--- src/rtl/ifetch_pkg.sv ---
// Shared types and constants for the instruction fetch queue.
package ifetch_pkg;

    typedef enum logic [1:0] {
        BOOT   = 2'd0,
        FETCH  = 2'd1,
        HALTED = 2'd2
    } ifq_state_e;

    localparam int unsigned INSTR_BYTES = 4;
    localparam logic [31:0] NOP         = 32'h0000_0013;

endpackage

--- src/rtl/ifq_fifo.sv ---
// Synchronous FIFO with flush and occupancy count; reads as zero when empty.
module ifq_fifo #(
    parameter int unsigned WIDTH = 64,
    parameter int unsigned DEPTH = 4
) (
    input  logic                         clk_i,
    input  logic                         rst_ni,
    input  logic                         flush_i,
    input  logic                         push_i,
    input  logic [WIDTH-1:0]             wdata_i,
    input  logic                         pop_i,
    output logic [WIDTH-1:0]             rdata_o,
    output logic [$clog2(DEPTH):0]       count_o
);

    localparam int unsigned PTR_W = $clog2(DEPTH);
    localparam int unsigned CNT_W = PTR_W + 1;

    logic [WIDTH-1:0] r_mem [DEPTH];
    logic [PTR_W-1:0] r_wptr;
    logic [PTR_W-1:0] r_rptr;
    logic [CNT_W-1:0] r_count;

    logic w_full;
    logic w_empty;
    logic w_do_push;
    logic w_do_pop;

    assign w_full    = (r_count == CNT_W'(DEPTH));
    assign w_empty   = (r_count == '0);
    assign w_do_push = push_i && !w_full && !flush_i;
    assign w_do_pop  = pop_i && !w_empty && !flush_i;

    // Storage needs no reset: the empty mask below hides stale contents.
    always_ff @(posedge clk_i) begin
        if (w_do_push) begin
            r_mem[r_wptr] <= wdata_i;
        end
    end

    always_ff @(posedge clk_i or negedge rst_ni) begin
        if (!rst_ni) begin
            r_wptr  <= '0;
            r_rptr  <= '0;
            r_count <= '0;
        end else if (flush_i) begin
            r_wptr  <= '0;
            r_rptr  <= '0;
            r_count <= '0;
        end else begin
            if (w_do_push) begin
                r_wptr <= r_wptr + PTR_W'(1);
            end
            if (w_do_pop) begin
                r_rptr <= r_rptr + PTR_W'(1);
            end
            r_count <= r_count + CNT_W'(w_do_push) - CNT_W'(w_do_pop);
        end
    end

    assign rdata_o = w_empty ? '0 : r_mem[r_rptr];
    assign count_o = r_count;

    a_no_overflow: assert property (@(posedge clk_i) disable iff (!rst_ni)
        !(push_i && !flush_i && w_full))
        else $error("ifq_fifo: push while full");

endmodule

--- src/rtl/ifetch_queue.sv ---
// Fetch stage: sequential PC, imem request issue, and instruction buffer toward decode.
// Define IFQ_BYPASS_EN to forward a response straight to decode when the buffer is empty.
module ifetch_queue
    import ifetch_pkg::*;
#(
    parameter int unsigned            DATA_WIDTH = 32,
    parameter int unsigned            DEPTH      = 4,
    parameter logic [DATA_WIDTH-1:0]  RESET_PC   = '0
) (
    input  logic                  clk_i,
    input  logic                  rst_ni,
    input  logic                  halt_i,
    input  logic                  redirect_i,
    input  logic [DATA_WIDTH-1:0] redirect_pc_i,
    output logic                  imem_req_o,
    output logic [DATA_WIDTH-1:0] imem_addr_o,
    input  logic                  imem_ready_i,
    input  logic                  imem_rvalid_i,
    input  logic [DATA_WIDTH-1:0] imem_rdata_i,
    output logic                  valid_o,
    input  logic                  ready_i,
    output logic [DATA_WIDTH-1:0] instr_o,
    output logic [DATA_WIDTH-1:0] pc_o
);

    localparam int unsigned PTR_W   = $clog2(DEPTH);
    localparam int unsigned CNT_W   = PTR_W + 1;
    localparam int unsigned ENTRY_W = 2 * DATA_WIDTH;

    ifq_state_e            r_state;
    logic [DATA_WIDTH-1:0] r_pc;
    logic [CNT_W-1:0]      r_outstanding;
    logic [CNT_W-1:0]      r_discard;

    logic                  w_redirect;
    logic                  w_credit;
    logic                  w_issue;
    logic                  w_rsp_keep;
    logic                  w_bypass;
    logic                  w_push;
    logic                  w_pop;
    logic                  w_fifo_valid;
    logic [CNT_W-1:0]      w_count;
    logic [CNT_W-1:0]      w_side_count;
    logic [CNT_W-1:0]      w_outstanding_nxt;
    logic [DATA_WIDTH-1:0] w_rsp_pc;
    logic [ENTRY_W-1:0]    w_head;
    logic                  w_unused_pc_lsbs;

    // Redirects during BOOT are ignored; the fetch address is always word aligned.
    assign w_redirect       = redirect_i && (r_state != BOOT);
    assign w_unused_pc_lsbs = ^redirect_pc_i[1:0];

    // Credit covers buffered entries plus every in-flight request, stale or not.
    assign w_credit   = ((CNT_W + 1)'(w_count) + (CNT_W + 1)'(r_outstanding)) < (CNT_W + 1)'(DEPTH);
    assign imem_req_o  = (r_state == FETCH) && !redirect_i && w_credit;
    assign imem_addr_o = r_pc;
    assign w_issue     = imem_req_o && imem_ready_i;

    assign w_rsp_keep        = imem_rvalid_i && (r_discard == '0) && !w_redirect;
    assign w_outstanding_nxt = r_outstanding + CNT_W'(w_issue) - CNT_W'(imem_rvalid_i);
    assign w_fifo_valid      = (w_count != '0);

`ifdef IFQ_BYPASS_EN
    assign w_bypass = w_rsp_keep && !w_fifo_valid && ready_i;
`else
    assign w_bypass = 1'b0;
`endif

    assign w_push = w_rsp_keep && !w_bypass;
    assign w_pop  = w_fifo_valid && ready_i && !w_redirect;

    always_ff @(posedge clk_i or negedge rst_ni) begin
        if (!rst_ni) begin
            r_state       <= BOOT;
            r_pc          <= RESET_PC;
            r_outstanding <= '0;
            r_discard     <= '0;
        end else begin
            case (r_state)
                BOOT:    r_state <= FETCH;
                FETCH:   if (!w_redirect && halt_i) r_state <= HALTED;
                HALTED:  if (w_redirect || !halt_i) r_state <= FETCH;
                default: r_state <= BOOT;
            endcase

            if (w_redirect) begin
                r_pc <= {redirect_pc_i[DATA_WIDTH-1:2], 2'b00};
            end else if (w_issue) begin
                r_pc <= r_pc + DATA_WIDTH'(INSTR_BYTES);
            end

            r_outstanding <= w_outstanding_nxt;

            // Everything still in flight after a redirect belongs to the old path.
            if (w_redirect) begin
                r_discard <= w_outstanding_nxt;
            end else if (imem_rvalid_i && (r_discard != '0)) begin
                r_discard <= r_discard - CNT_W'(1);
            end
        end
    end

    ifq_fifo #(
        .WIDTH (DATA_WIDTH),
        .DEPTH (DEPTH)
    ) u_pc_fifo (
        .clk_i   (clk_i),
        .rst_ni  (rst_ni),
        .flush_i (w_redirect),
        .push_i  (w_issue),
        .wdata_i (r_pc),
        .pop_i   (w_rsp_keep),
        .rdata_o (w_rsp_pc),
        .count_o (w_side_count)
    );

    ifq_fifo #(
        .WIDTH (ENTRY_W),
        .DEPTH (DEPTH)
    ) u_instr_fifo (
        .clk_i   (clk_i),
        .rst_ni  (rst_ni),
        .flush_i (w_redirect),
        .push_i  (w_push),
        .wdata_i ({imem_rdata_i, w_rsp_pc}),
        .pop_i   (w_pop),
        .rdata_o (w_head),
        .count_o (w_count)
    );

    assign valid_o = w_fifo_valid || w_bypass;
    assign instr_o = w_bypass ? imem_rdata_i : w_head[ENTRY_W-1:DATA_WIDTH];
    assign pc_o    = w_bypass ? w_rsp_pc     : w_head[DATA_WIDTH-1:0];

    a_rsp_has_pc: assert property (@(posedge clk_i) disable iff (!rst_ni)
        w_rsp_keep |-> (w_side_count != '0))
        else $error("ifetch_queue: response with no issued PC");

    a_rsp_expected: assert property (@(posedge clk_i) disable iff (!rst_ni)
        imem_rvalid_i |-> (r_outstanding != '0))
        else $error("ifetch_queue: response with nothing outstanding");

endmodule

--- config.mk ---
export PLATFORM = sky130hd
export DESIGN_NAME = ifetch_queue
export DESIGN_NICKNAME = d
export VERILOG_FILES = /design/src/rtl/ifetch_pkg.sv /design/src/rtl/ifq_fifo.sv /design/src/rtl/ifetch_queue.sv
export SDC_FILE = /design/constraint.sdc
export NUM_CORES = 1
export LEC_CHECK = 0
export ABC_AREA = 1
export CAP_MARGIN = 10
export CORE_UTILIZATION = 52
export CTS_CLUSTER_SIZE = 16
export DETAILED_ROUTE_END_ITERATION = 8
export GPL_ROUTABILITY_DRIVEN = 0
export PLACE_DENSITY_LB_ADDON = 0.05
export SLEW_MARGIN = 20
export SYNTH_ARGS = -nofsm -noshare
export SYNTH_HDL_FRONTEND = slang
export SYNTH_SLANG_ARGS = --single-unit
--- constraint.sdc ---
create_clock -name clk_i -period 3.72 [get_ports clk_i]
set_input_delay 0.372 -clock clk_i [delete_from_list [all_inputs] [get_ports clk_i]]
set_output_delay 0.372 -clock clk_i [all_outputs]
set_load 0.05 [all_outputs]
==> qor.csv, run 1 <==
stage,metric,value,unit
clocking,total clock sinks,424,
timing,final period utilization,79.34,%
place,IO Port Bufs,164,
route,Initial DRC Count,876,
timing,Clock Skew,0.01713,ns
worst_setup_path,FF-to-FF Start,r_outstanding[2],
worst_setup_path,cell mode on critical path,buf_4,
logic_synthesis,Synth top area share,61.68,%
logic_synthesis,synthesized flop and latch total,424,
cells_and_area,area grow syn2layout,18.65,%
run,max cap viols,0,
cells_and_area,Filler Cells Inserted,2661,
clocking,CTS tree,done,
floorplanning,Core ar.,0.03387,mm2
logic_synthesis,Post-Synth XOR/XNOR Area,0.7738,%
logic_synthesis,main combinational cell family by area after synthesis,simple AND/OR/NAND/NOR gates,
logic_synthesis,Synth Area in Compound Gates,8.429,%
global_route,gr ovfl total,0,
pwr,Final Power,0.01655,W
cells_and_area,share of cells above drive strength 1,10.48,%
cells_and_area,area taken by multi-input logic gates,0.004935,mm2
worst_setup_path,FF-to-FF setup slack,1.12,ns
global_route,first-pass GRT wire length,62710,um
cells_and_area,# diodes,0,
worst_setup_path,FF-to-FF End,u_pc_fifo.count_o[2],
logic_synthesis,Yosys cell types,33,
route,final WL,39140,um
logic_synthesis,top_reg_cell synth,edfxtp_1,
floorplanning,IO Pins,169,
place,placed insts,2230,
clocking,Root Driver,clkbuf_16,
clocking,total CTS buffers,44,
floorplanning,# rows,67,
logic_synthesis,Post-Synth Simple-Gate Area,16.06,%
worst_setup_path,Worst setup SP type,flop,
floorplanning,Die ar.,0.03558,mm2
global_route,initial antenna violation count,0,
floorplanning,starting density of the core,53.47,%
worst_setup_path,CP Cell Sequence,inv_2 > buf_4 > o21ai_0 > a21oi_1 > buf_4,
worst_hold_path,cell depth of the worst hold path,3,
clocking,post-CTS sizing,0,
worst_setup_path,worst setup path class,reg -> out,
pwr,PD cells,770.2,mW/mm2
logic_synthesis,Synth Area per Inst,10.86,um2
cells_and_area,Final #Nets,1922,
pwr,Switching Share,40.35,%
worst_hold_path,Hold Crit Start,redirect_pc_i[17],
clocking,worst skew pair latency,0.53,ns
logic_synthesis,most common cell in the netlist,nor2_1,
timing,fin. max-slew vios,0,
logic_synthesis,mux contribution to synthesized area,0,%
pwr,Leakage,7.966,nW
timing,minimum clock period after layout,2.951,ns
route,DR WL/cell,16.95,um
logic_synthesis,post-synthesis sequential area ratio,68.87,%
clocking,CTS Buffer Depth,3,
worst_setup_path,worst-path cell with the longest stage delay,dfrtp_4,
logic_synthesis,synthesized-area fraction occupied by adder cells,1.644,%
route,"antenna viol nets, final",0,
worst_setup_path,CP max FO,36,
global_route,largest net degree at the start of global routing,64,
clocking,clk slew on worst S/H paths,0.06,ns
global_route,vias in the first global route,11930,
timing,count of final setup violators,0,
timing,Achievable Freq,338.8,MHz
global_route,gr usage total,22.35,%
timing,worst slew pin tran,0.9158,ns
logic_synthesis,post-synth top area cell,edfxtp_1,
worst_setup_path,worst r2r path cells,14,
pwr,Reg power frac,37.5,%
timing,Slew headroom,38.95,%
worst_setup_path,Critical Path RT,3.35,ns
clocking,Max H-tree Level,2,
timing,unrepaired setup endpoints after global routing,no,
logic_synthesis,Post-synth top cells,"nor2_1 (438), edfxtp_1 (372), nand2_1 (205)",
worst_setup_path,CP arrival,2.58,ns
logic_synthesis,Synth Cell Area,0.01811,mm2
floorplanning,Die Ht,188.6,um
cells_and_area,Non-Filler Instances,2309,
worst_setup_path,CP Capture Type,output pin,
route,Vias/cell,5.290,
logic_synthesis,"Warnings, synthesis",0,
worst_setup_path,CP peak stage delay,0.62,ns
route,DRC viols,0,
status,outcome,completed,
logic_synthesis,top post-synthesis cells by area,"edfxtp_1 (62%), nor2_1 (9.1%), dfrtp_1 (7.2%), o21ai_0 (5.4%), nand2_1 (4.2%)",
place,post-DP HPWL,22810,um
pwr,combinational fraction of design power,38.1,%
logic_synthesis,cells after synthesis,1667,
route,via count,12220,
pwr,clock network power share,24.3,%
pwr,Peak VDD IR,0.5124,mV
worst_hold_path,Hold Crit Class,in -> reg,
logic_synthesis,number of synthesized flops with an enable pin,372,
floorplanning,die span in x,188.6,um
worst_hold_path,Hold EP,imem_addr_o[17],
cells_and_area,Reg area,0.01248,mm2
pwr,Switch Pwr,0.006678,W
timing,final hold viol count,0,
logic_synthesis,Synth async-reset ratio,12.26,%
route,drt first pass iters,5,
pwr,Int Pwr,0.009871,W
-- flip-flops by register name, indices dropped and copies added (netlist names) --
register	count
u_instr_fifo.count_o	3
r_outstanding	3
r_state	2
r_discard	3
u_pc_fifo.count_o	3
u_pc_fifo.r_rptr	2
u_instr_fifo.r_mem	252
imem_addr_o	30
u_instr_fifo.r_rptr	2
u_instr_fifo.r_wptr	2
u_pc_fifo.r_mem	120
u_pc_fifo.r_wptr	2
-- critical path, delay by kind of cell (launching register included) --
kind / cells / cell delay, ns
buffers and inverters: 3 / 1.04
AOI/OAI and AO/OA: 2 / 0.37
DFF: 1 / 0.62
-- repair_timing --
action | CTS | global route
hold buffers | 1 | 0
buffers inserted | 0 | 0
endpoints found under the setup margin | 0 | 0
endpoints found under the hold margin | 30 | 0
-- per-stage QoR --
step / utilization [%] / area (um2) / hold slack, ns / setup TNS (ns) / setup WS (ns)
after floorplan: - / 18130 / 0.07641 / -84.63 / -0.3358
after global placement: 59.52 / 20160 / 0.5001 / 0 / 1.025
after detailed placement: 59.52 / 20160 / 0.5156 / 0 / 0.9921
after CTS: 63.44 / 21490 / 0.3910 / 0 / 0.7199
after global routing: 63.44 / 21490 / 0.4149 / 0 / 0.5351
final: 63.44 / 21490 / 0.4088 / 0 / 0.7686
-- layer usage --
layer,global-route usage (%),wire length (um),vias to the layer above
met5,0,0,-
met4,6.855,942,0
met3,3.017,1885,67
met2,36.50,18560,340
met1,31.27,17750,5834
li1,-,-,5974
-- kinds of logic (layout without fill, tap and decap cells) --
group           Yosys count  after routing
simple gates            730            730
buf+inv                 172            361
flops                   424            424
other cells               1              6
compound gates          302            302
xor+xnor                 16             16
fa+ha+maj                22             22
-- power by group through the flow --
stage | clock [W] | sequential [W] | combinational (W)
floorplan | 0 | 0.00648 | 0.00403
global placement | 0 | 0.00629 | 0.00629
detailed placement | 0 | 0.00630 | 0.00635
CTS | 0.00412 | 0.00621 | 0.00637
global route | 0.00429 | 0.00627 | 0.00682
finish | 0.00403 | 0.00621 | 0.00631
-- layout by cell type (no fill, tap or decap), drive strengths merged, types with 5 or more instances in the layout --
cell type,count
clkdlybuf4s50,99
edfxtp,372
xnor2,8
xor2,8
ha,19
conb,6
o21ai,199
dfrtp,52
clkinv,18
buf,96
clkbuf,55
inv,86
nand3,62
nor2,449
nand2,213
clkinvlp,5
a21oi,96
-- worst max path at each step --
stage | startpoint | to | slack (ns) | cells past startpoint
after floorplan | r_discard[0] | u_instr_fifo.r_mem[0][10] | -0.34 | 6
after global routing | u_instr_fifo.r_rptr[0] | instr_o[4] | 0.54 | 5
after CTS | u_instr_fifo.r_rptr[0] | pc_o[1] | 0.72 | 5
final | u_instr_fifo.r_rptr[0] | instr_o[4] | 0.77 | 5
after global placement | imem_rvalid_i | u_instr_fifo.count_o[2] | 1.02 | 10
after detailed placement | imem_rvalid_i | u_instr_fifo.count_o[2] | 0.99 | 10
-- final cells by class --
cell class,instances,area share (%)
Sequential cell,424,58.07
Multi-Input combinational cell,1076,22.97
Timing Repair Buffer,196,8.700
Clock buffer,55,5.462
Tap cell,448,2.609
Inverter,87,1.526
Clock inverter,23,0.6697
(Power assumes the default switching activity.)
==> run 2: changes to the inputs <==
Clock period 3.72 ns to 2.5 ns, I/O delays scaled along.
==> run 2 against run 1 <==
Effect of this change:
- sequential share of layout area down 3.5 points
- utilization grew 4.1 points
- power is 65% higher
- first-iteration DRC count fell by 13%
- critical path depth is 9 higher
- hold slack worse by 0.13 ns
- register-to-register slack worse by 1.1 ns
- critical path type is now reg -> reg
- critical endpoint is now r_discard[2]
- highest routed layer unchanged
==> qor.csv, run 2 (synthesis results as in run 1) <==
stage,metric,value,unit,change
status,outcome,completed,,unchanged
floorplanning,Die ar.,0.03558,mm2,unchanged
worst_setup_path,worst-path cell with the longest stage delay,dfrtp_2,,was dfrtp_4
worst_setup_path,worst setup path class,reg -> reg,,was reg -> out
timing,final period utilization,99.04,%,
run,max cap viols,0,,unchanged
route,via count,12370,,was 12220
floorplanning,die span in x,188.6,um,unchanged
worst_setup_path,CP arrival,2.93,ns,was 2.58 ns
global_route,first-pass GRT wire length,63270,um,was 62710 um
worst_setup_path,CP Cell Sequence,ha_4 > inv_1 > nand2_1 > nor2_2 > nand3_2 > ha_4 > inv_2 > ha_4 > fa_2 > xor2_1 > nand2_1 > nand2_2 > nand2_1 > a31oi_1,,was inv_2 > buf_4 > o21ai_0 > a21oi_1 > buf_4
timing,minimum clock period after layout,2.476,ns,
route,DRC viols,0,,unchanged
global_route,gr ovfl total,0,,unchanged
cells_and_area,final core occ,67.50,%,was 63.44%
pwr,Peak VDD IR,0.7577,mV,was 0.5124 mV
cells_and_area,"commonest non-fill, non-tap cell in the layout",nor2_1,,unchanged
route,DR WL/cell,17.02,um,was 16.95 um
clocking,CTS tree,done,,unchanged
floorplanning,Die Ht,188.6,um,unchanged
global_route,largest net degree at the start of global routing,64,,unchanged
global_route,gr usage total,22.69,%,was 22.35%
clocking,total CTS buffers,43,,was 44
timing,final hold viol count,0,,unchanged
timing,unrepaired setup endpoints after global routing,yes,,was no
cells_and_area,area grow syn2layout,26.24,%,was 18.65%
pwr,PD cells,1198,mW/mm2,was 770.2 mW/mm2
cells_and_area,post-route cell area,0.02286,mm2,was 0.02149 mm2
cells_and_area,Filler Cells Inserted,2509,,was 2661
cells_and_area,# diodes,0,,unchanged
pwr,Leakage,8.450,nW,was 7.966 nW
route,final WL,39920,um,was 39140 um
worst_setup_path,Worst setup SP type,flop,,unchanged
timing,Slew headroom,52.24,%,was 38.95%
timing,fin. max-slew vios,0,,unchanged
route,Initial DRC Count,763,,was 876
place,"Cell Area, Placed",0.02128,mm2,was 0.02016 mm2
cells_and_area,share of cells above drive strength 1,13.60,%,was 10.48%
worst_hold_path,Hold Crit Class,in -> reg,,unchanged
timing,Clock Skew,0.01548,ns,was 0.01713 ns
route,drt first pass iters,5,,unchanged
timing,hold_ws,0.2792,ns,was 0.4088 ns
route,"antenna viol nets, final",0,,unchanged
floorplanning,starting density of the core,53.47,%,unchanged
worst_setup_path,CP max FO,2,,was 36
clocking,Root Driver,clkbuf_16,,unchanged
clocking,Max H-tree Level,2,,unchanged
clocking,total clock sinks,424,,unchanged
cells_and_area,max reg flops,252,,unchanged
clocking,clk slew on worst S/H paths,0.06,ns,about the same
place,post-DP HPWL,24570,um,was 22810 um
route,Vias/cell,5.277,,was 5.290
worst_setup_path,Critical Path RT,2.95,ns,was 3.35 ns
timing,Achievable Freq,403.9,MHz,
floorplanning,Core ar.,0.03387,mm2,unchanged
clocking,CTS Buffer Depth,3,,unchanged
floorplanning,# rows,67,,unchanged
timing,count of final setup violators,0,,unchanged
floorplanning,IO Pins,169,,unchanged
cells_and_area,largest reg by FF count,u_instr_fifo.r_mem,,unchanged
cells_and_area,most frequent cells in the layout,"nor2_1 (429), edfxtp_1 (372), nand2_1 (204), o21ai_0 (193), clkdlybuf4s50_1 (98)",,"was nor2_1 (430), edfxtp_1 (372), nand2_1 (205), o21ai_0 (194), clkdlybuf4s50_1 (99)"
global_route,vias in the first global route,12040,,was 11930
worst_setup_path,CP Capture Type,flop,,was output pin
timing,worst slew pin tran,0.7163,ns,was 0.9158 ns
worst_setup_path,CP peak stage delay,0.42,ns,was 0.62 ns
place,IO Port Bufs,164,,unchanged
cells_and_area,Final #Nets,1956,,was 1922
global_route,initial antenna violation count,0,,unchanged
clocking,worst skew pair latency,0.54,ns,was 0.53 ns
-- run 2: repair_timing --
item                                   in CTS  in global routing
setup endpoints to repair                  54                 26
resized for setup                          12                 28
cloned                                      1                  0
hold buffers                                1                  0
endpoints found under the hold margin      25                  0
setup buffers                               0                  6
pin swaps                                   0                 12
-- run 2: area by class of cell --
cell class / count / area, um2 / share of cell area [%]
Sequential cell: 424 / 12480 / 54.59
Multi-Input combinational cell: 1076 / 5062 / 22.14
Timing Repair Buffer: 231 / 3074 / 13.45
Clock buffer: 57 / 1180 / 5.161
Tap cell: 448 / 560.5 / 2.452
Inverter: 87 / 339.1 / 1.483
Clock inverter: 22 / 166.4 / 0.7279
-- run 2: critical path, delay by kind of cell, from the launching register on --
kind,cells,cell delay (ns)
fa+ha+maj,4,1.05
simple gates,6,0.51
flops,1,0.42
xor+xnor,1,0.17
compound gates,1,0.16
buf+inv,2,0.08
-- run 2: final timing paths --
| kind | depth (start not counted) | startpoint | end | slack [ns] |
|---|---|---|---|---|
| setup / recovery | 14 | r_outstanding[2] | r_discard[2] | 0.02 |
| setup reg to reg | 14 | r_outstanding[2] | r_discard[2] | 0.02 |
| max in group asynchronous | 3 | rst_ni | u_instr_fifo.count_o[2] | 1.56 |
| min in group asynchronous | 2 | rst_ni | imem_addr_o[21] | 0.29 |
| hold reg to reg | 0 | imem_addr_o[28] | u_pc_fifo.r_mem[1][28] | 0.53 |
| hold / removal | 3 | redirect_pc_i[11] | imem_addr_o[11] | 0.28 |
-- run 2: power breakdown --
part           internal, W  switching [W]
Clock              0.00353        0.00257
Combinational      0.00473        0.00741
Sequential         0.00856       0.000597
-- run 2: routing by layer --
metal	routed length [um]	share of wire, %	track usage [%]	vias to the layer above
met1	17830	45	31.06	5924
met2	19210	48	37.73	332
li1	-	-	-	6057
met3	1894	4.7	2.831	61
met4	989	2.5	7.506	0
met5	0	0	0	-
-- run 2: metrics by stage --
| stage | TNS, ns | instances | power [W] | worst slack [ns] |
|---|---|---|---|---|
| 5_1_grt | -0.2162 | 2345 | 0.02862 | -0.1379 |
| 3_5_place_dp | 0 | 2258 | 0.02108 | 0.03396 |
| 2_1_floorplan | -142.81 | 1672 | 0.01565 | -0.5665 |
| 3_3_place_gp | 0 | 2258 | 0.02095 | 0.06325 |
| 4_1_cts | 0 | 2339 | 0.02734 | 0.005705 |
| 6_report | 0 | 2345 | 0.02739 | 0.02397 |
